## src/rtl/sc_regshifter_seq_pkg.sv

```systemverilog
// Shared encodings for the sequenced multi-mode shift register:
// shift modes and controller states.
package sc_regshifter_seq_pkg;

   typedef enum logic [2:0] {
      MODE_LSL = 3'b000,
      MODE_LSR = 3'b001,
      MODE_ASR = 3'b010,
      MODE_ROL = 3'b011,
      MODE_ROR = 3'b100,
      MODE_SIL = 3'b101,
      MODE_SIR = 3'b110,
      MODE_RES = 3'b111
   } mode_t;

   typedef enum logic [1:0] {
      ST_IDLE  = 2'b00,
      ST_SHIFT = 2'b01,
      ST_DONE  = 2'b10
   } state_t;

   // Left-moving modes eject the MSB, right-moving modes the LSB.
   function automatic logic is_left(input mode_t m);
      return (m == MODE_LSL) || (m == MODE_ROL) || (m == MODE_SIL);
   endfunction

endpackage

```

## src/rtl/sc_regshifter_seq_shift1.sv

```systemverilog
// Single-position combinational shifter: computes the next register value
// and the ejected bit for one step in the selected mode.
module sc_shift1_unit
   import sc_regshifter_seq_pkg::*;
#(
   parameter int W = 8
) (
   input  logic [W-1:0] data,
   input  mode_t        mode,
   input  logic         serial_in,
   output logic [W-1:0] next_data,
   output logic         eject,
   output logic         eject_vld
);

   always_comb begin
      next_data = data;
      eject     = 1'b0;
      eject_vld = 1'b1;
      case (mode)
         MODE_LSL: next_data = {data[W-2:0], 1'b0};
         MODE_LSR: next_data = {1'b0, data[W-1:1]};
         MODE_ASR: next_data = {data[W-1], data[W-1:1]};
         MODE_ROL: next_data = {data[W-2:0], data[W-1]};
         MODE_ROR: next_data = {data[0], data[W-1:1]};
         MODE_SIL: next_data = {data[W-2:0], serial_in};
         MODE_SIR: next_data = {serial_in, data[W-1:1]};
         default: begin
            next_data = data;
            eject_vld = 1'b0;
         end
      endcase
      if (eject_vld)
         eject = is_left(mode) ? data[W-1] : data[0];
   end

endmodule

```

## src/rtl/sc_regshifter_seq.sv

```systemverilog
// Sequenced shift register: a start request shifts the register by the
// requested count, one bit position per clock, then pulses done.
module sc_regshifter_seq
   import sc_regshifter_seq_pkg::*;
#(
   parameter int RegSHIFTER_DATAWIDTH  = 8,
   parameter int RegSHIFTER_COUNTWIDTH = 4
) (
   input  logic                             SC_RegSHIFTERSEQ_CLOCK_50,
   input  logic                             SC_RegSHIFTERSEQ_RESET_InLow,
   input  logic                             SC_RegSHIFTERSEQ_clear_InLow,
   input  logic                             SC_RegSHIFTERSEQ_load_InLow,
   input  logic                             SC_RegSHIFTERSEQ_start_In,
   input  logic [2:0]                       SC_RegSHIFTERSEQ_mode_In,
   input  logic [RegSHIFTER_COUNTWIDTH-1:0] SC_RegSHIFTERSEQ_count_In,
   input  logic                             SC_RegSHIFTERSEQ_serial_In,
   input  logic [RegSHIFTER_DATAWIDTH-1:0]  SC_RegSHIFTERSEQ_data_InBUS,
   output logic [RegSHIFTER_DATAWIDTH-1:0]  SC_RegSHIFTERSEQ_data_OutBUS,
   output logic                             SC_RegSHIFTERSEQ_serial_Out,
   output logic                             SC_RegSHIFTERSEQ_busy_Out,
   output logic                             SC_RegSHIFTERSEQ_done_Out
);

   localparam int W  = RegSHIFTER_DATAWIDTH;
   localparam int CW = RegSHIFTER_COUNTWIDTH;

   state_t          state;
   mode_t           mode_q;
   logic [CW-1:0]   remaining;
   logic [W-1:0]    shreg;
   logic            sout;
   logic            busy;
   logic            done;

   logic [W-1:0]    step_data;
   logic            step_eject;
   logic            step_eject_vld;

   sc_shift1_unit #(.W(W)) u_shift1 (
      .data      (shreg),
      .mode      (mode_q),
      .serial_in (SC_RegSHIFTERSEQ_serial_In),
      .next_data (step_data),
      .eject     (step_eject),
      .eject_vld (step_eject_vld)
   );

   always_ff @(posedge SC_RegSHIFTERSEQ_CLOCK_50 or negedge SC_RegSHIFTERSEQ_RESET_InLow) begin
      if (!SC_RegSHIFTERSEQ_RESET_InLow) begin
         state     <= ST_IDLE;
         mode_q    <= MODE_LSL;
         remaining <= '0;
         shreg     <= '0;
         sout      <= 1'b0;
         busy      <= 1'b0;
         done      <= 1'b0;
      end else begin
         case (state)
            ST_IDLE: begin
               done <= 1'b0;
               if (!SC_RegSHIFTERSEQ_clear_InLow) begin
                  shreg <= '0;
                  sout  <= 1'b0;
               end else if (!SC_RegSHIFTERSEQ_load_InLow) begin
                  shreg <= SC_RegSHIFTERSEQ_data_InBUS;
               end else if (SC_RegSHIFTERSEQ_start_In) begin
                  mode_q <= mode_t'(SC_RegSHIFTERSEQ_mode_In);
                  if (SC_RegSHIFTERSEQ_count_In == '0) begin
                     state <= ST_DONE;
                     done  <= 1'b1;
                  end else begin
                     remaining <= SC_RegSHIFTERSEQ_count_In;
                     state     <= ST_SHIFT;
                     busy      <= 1'b1;
                  end
               end
            end
            ST_SHIFT: begin
               if (!SC_RegSHIFTERSEQ_clear_InLow) begin
                  // Abort: the sequence ends silently, without a done pulse.
                  shreg <= '0;
                  sout  <= 1'b0;
                  busy  <= 1'b0;
                  state <= ST_IDLE;
               end else begin
                  shreg <= step_data;
                  if (step_eject_vld)
                     sout <= step_eject;
                  remaining <= remaining - CW'(1);
                  if (remaining == CW'(1)) begin
                     state <= ST_DONE;
                     busy  <= 1'b0;
                     done  <= 1'b1;
                  end
               end
            end
            ST_DONE: begin
               done  <= 1'b0;
               state <= ST_IDLE;
               if (!SC_RegSHIFTERSEQ_clear_InLow) begin
                  shreg <= '0;
                  sout  <= 1'b0;
               end
            end
            default: begin
               state <= ST_IDLE;
               busy  <= 1'b0;
               done  <= 1'b0;
            end
         endcase
      end
   end

   assign SC_RegSHIFTERSEQ_data_OutBUS = shreg;
   assign SC_RegSHIFTERSEQ_serial_Out  = sout;
   assign SC_RegSHIFTERSEQ_busy_Out    = busy;
   assign SC_RegSHIFTERSEQ_done_Out    = done;

endmodule

```

## config.mk

```make
export PLATFORM = sky130hd
export DESIGN_NAME = sc_regshifter_seq
export DESIGN_NICKNAME = d
export VERILOG_FILES = /design/src/rtl/sc_regshifter_seq_pkg.sv /design/src/rtl/sc_regshifter_seq_shift1.sv /design/src/rtl/sc_regshifter_seq.sv
export SDC_FILE = /design/constraint.sdc
export NUM_CORES = 1
export LEC_CHECK = 0
export CAP_MARGIN = 40
export CORE_MARGIN = 5
export CORE_UTILIZATION = 50
export DETAILED_ROUTE_END_ITERATION = 16
export DONT_BUFFER_PORTS = 1
export PLACE_DENSITY = 0.74
export SLEW_MARGIN = 10
export SYNTH_ARGS = -nofsm -noshare
export SYNTH_HDL_FRONTEND = slang
export SYNTH_SLANG_ARGS = --single-unit
```

## constraint.sdc

```tcl
create_clock -name SC_RegSHIFTERSEQ_CLOCK_50 -period 5.2 [get_ports SC_RegSHIFTERSEQ_CLOCK_50]
set_input_delay 1.04 -clock SC_RegSHIFTERSEQ_CLOCK_50 [delete_from_list [all_inputs] [get_ports SC_RegSHIFTERSEQ_CLOCK_50]]
set_output_delay 1.04 -clock SC_RegSHIFTERSEQ_CLOCK_50 [all_outputs]
set_load 0.05 [all_outputs]
```

==> metrics.txt <==
deepest clock path buffer count 2; Final Util 52.4%; global-route wire length before repair 5470 um; worst-margin pin slew 0.688 ns; Static Leakage 0.613 nW; Final Skew 0.00253 ns; DRC violations left 0; setup ws final 3.00 ns; critical path type flop to flop; Net Sw Frac 52.7%; Clock Power Share 8.5%; layout cells sized above 1 10.3%; DIE AREA 3960 sq um; Max-Slew Margin vs Limit 54.1%; row count 19; DP HPWL 2410 um; Synth Register Bits 20; vias in the first global route 1181; final hold slack 0.419 ns; Diodes inserted 0; sequential power share 50.0%; largest net degree at the start of global routing 21; Worst setup SP type flop; PwrDens 613 nW/um^2; Post-layout nets 174; CTS clk-pin slew, worst paths 0.11 ns; dpl cell area 1400 sq um; first-pass iteration count of the detailed router 4; post_cts resized 0; Post-CTS Setup Repair Bufs 0; Mapped Avg Cell Area 9.40 sq um; GRT Resource Usage Total 16.5%; Routed Antenna Nets 0; Hold Buf Count CTS 0; Die Ht 62.9 um; initial core utilization 51.7%; die width 62.9 um; CTS Root Buffer Type clkbuf_4; Syn Nets 176; global route overflow 0; Final min period 2.20 ns; synth warn 0; Worst-Skew Late Latency 0.30 ns; WP data arrival 2.39 ns; Distinct cells, synth 45; FF/Latch Area 500 sq um; worst endpoint required time 5.39 ns; crit end category flop; IO buf count 0; final hold violations 0; Achievable Freq 455 MHz; number of enable flip-flop cells after synthesis 0; Final Setup Violations 0; DRT iter0 DRCs 85; ys async rst share 100%; Multi-input gate area 832 sq um; fillers 263; wire length per cell 18.4 um; Num CTS Buffers 3; area growth from synthesis to layout 1.34%; dpl ws 2.89 ns; VDD IR-drop max 0.400 mV; final WL 3230 um; Pint 0.412 mW; CTS tree built; MaxCap Viol Count 0; synthesized area 1400 sq um; combinational power share 41.5%; IO Count 32; Core Area 2710 sq um; setup TNS 0 ns; vias per inst 6.57; clock sinks 20; max-slew violations 0; Gate Count Post-Synth 149; commonest cells after routing, fill and taps aside 20 x dfrtp_1, 14 x o21ai_0, 12 x nand2_1; ys flop type dfrtp_1; RePlAce Congestion 0.782; antenna violations before repair 0; RSZ-0062 raised after global routing no; Final Cell Area 1420 sq um; via count 1157; H-Tree Depth 1; Switch Pwr 0.458 mW; status completed; hold crit path type input port to asynchronous set/reset pin; Final Cycle Share 42.3%; Max FO, Critical Path 16; post-synthesis sequential area ratio 35.7%; most common cell after layout, fill and taps aside dfrtp_1
==> area by class of cell <==
cell class / instances / share of cell area (%)
well taps: 31 / 2.73
clock buffers: 3 / 1.59
inverters: 7 / 1.85
flip-flops and latches: 20 / 35.2
multi-input cells: 115 / 58.6
==> routing by layer <==
| metal | up-vias | global-route usage [%] | part of all wire [%] |
|---|---|---|---|
| met5 | - | 0 | 0 |
| met2 | 37 | 27.6 | 50 |
| met1 | 557 | 21.3 | 43 |
| met4 | 0 | 4.77 | 1.0 |
| li1 | 559 | - | - |
| met3 | 4 | 3.24 | 6.6 |
==> registers in the layout, indices dropped and copies added (netlist names) <==
name	count
SC_RegSHIFTERSEQ_serial_Out	1
state	2
SC_RegSHIFTERSEQ_busy_Out	1
SC_RegSHIFTERSEQ_done_Out	1
SC_RegSHIFTERSEQ_data_OutBUS	8
mode_q	3
remaining	4
==> cells by family after synthesis <==
logic type	synth area share [%]
muxes	8.84
xor gates and xnor gates	1.25
and+or+nand+nor	19.6
AOI/OAI and AO/OA	24.3
adders and majority gates	5.36
DFF	35.7
buffers and inverters	4.91
==> cell usage after synthesis (all sizes together), types with 2 or more instances <==
| cell type | count | area [sq um] |
|---|---|---|
| dfrtp | 20 | 500 |
| o21ai | 14 | 70.1 |
| nand2 | 12 | 45.0 |
| mux2i | 9 | 90.1 |
| inv | 7 | 26.3 |
| ha | 6 | 75.1 |
| nand4 | 6 | 43.8 |
| o211ai | 6 | 70.1 |
| a21oi | 5 | 25.0 |
| buf | 4 | 31.3 |
| nand3 | 4 | 20.0 |
| nor2 | 4 | 15.0 |
| nor2b | 4 | 25.0 |
| o221ai | 4 | 41.3 |
| a21o | 3 | 22.5 |
| and3 | 3 | 18.8 |
| clkbuf | 3 | 11.3 |
| mux2 | 3 | 33.8 |
| nor3b | 3 | 22.5 |
| or3 | 3 | 18.8 |
| a22oi | 2 | 15.0 |
| a31oi | 2 | 12.5 |
| nand2b | 2 | 12.5 |
| nor3 | 2 | 10.0 |
| nor4 | 2 | 12.5 |
| o22ai | 2 | 12.5 |
==> power groups by stage <==
stage	Clock (mW)	Sequential, mW	Combinational, mW
after global placement	0	0.431	0.345
after floorplan	0	0.383	0.342
final	0.0741	0.435	0.362
after global routing	0.0809	0.449	0.402
after detailed placement	0	0.439	0.359
after CTS	0.0744	0.435	0.361
==> worst paths after layout <==
| path | from | to | cells past startpoint | slack [ns] |
|---|---|---|---|---|
| max in group asynchronous | SC_RegSHIFTERSEQ_RESET_InLow | mode_q[1] | 0 | 4.71 |
| setup reg to reg | state[1] | remaining[3] | 6 | 3.00 |
| hold reg to reg | remaining[3] | remaining[3] | 1 | 0.57 |
| min in group SC_RegSHIFTERSEQ_CLOCK_50 | remaining[3] | remaining[3] | 1 | 0.57 |
| hold / removal | SC_RegSHIFTERSEQ_RESET_InLow | state[0] | 0 | 0.42 |
| setup / recovery | state[1] | remaining[3] | 6 | 3.00 |
==> stage by stage <==
stage | total power [mW] | std cells
final | 0.871 | 176
after global routing | 0.932 | 176
after CTS | 0.871 | 176
after detailed placement | 0.797 | 173
after global placement | 0.777 | 173
after floorplan | 0.726 | 149
==> critical path: stages, from the launching register on <==
cell and delay [ns]:
dfrtp_1 0.42, inv_1 0.11, ha_1 0.51, nand2_1 0.22
o22ai_1 0.39, nand2_1 0.09, a221o_1 0.35
Note: power is estimated with default switching activity, not from simulation.
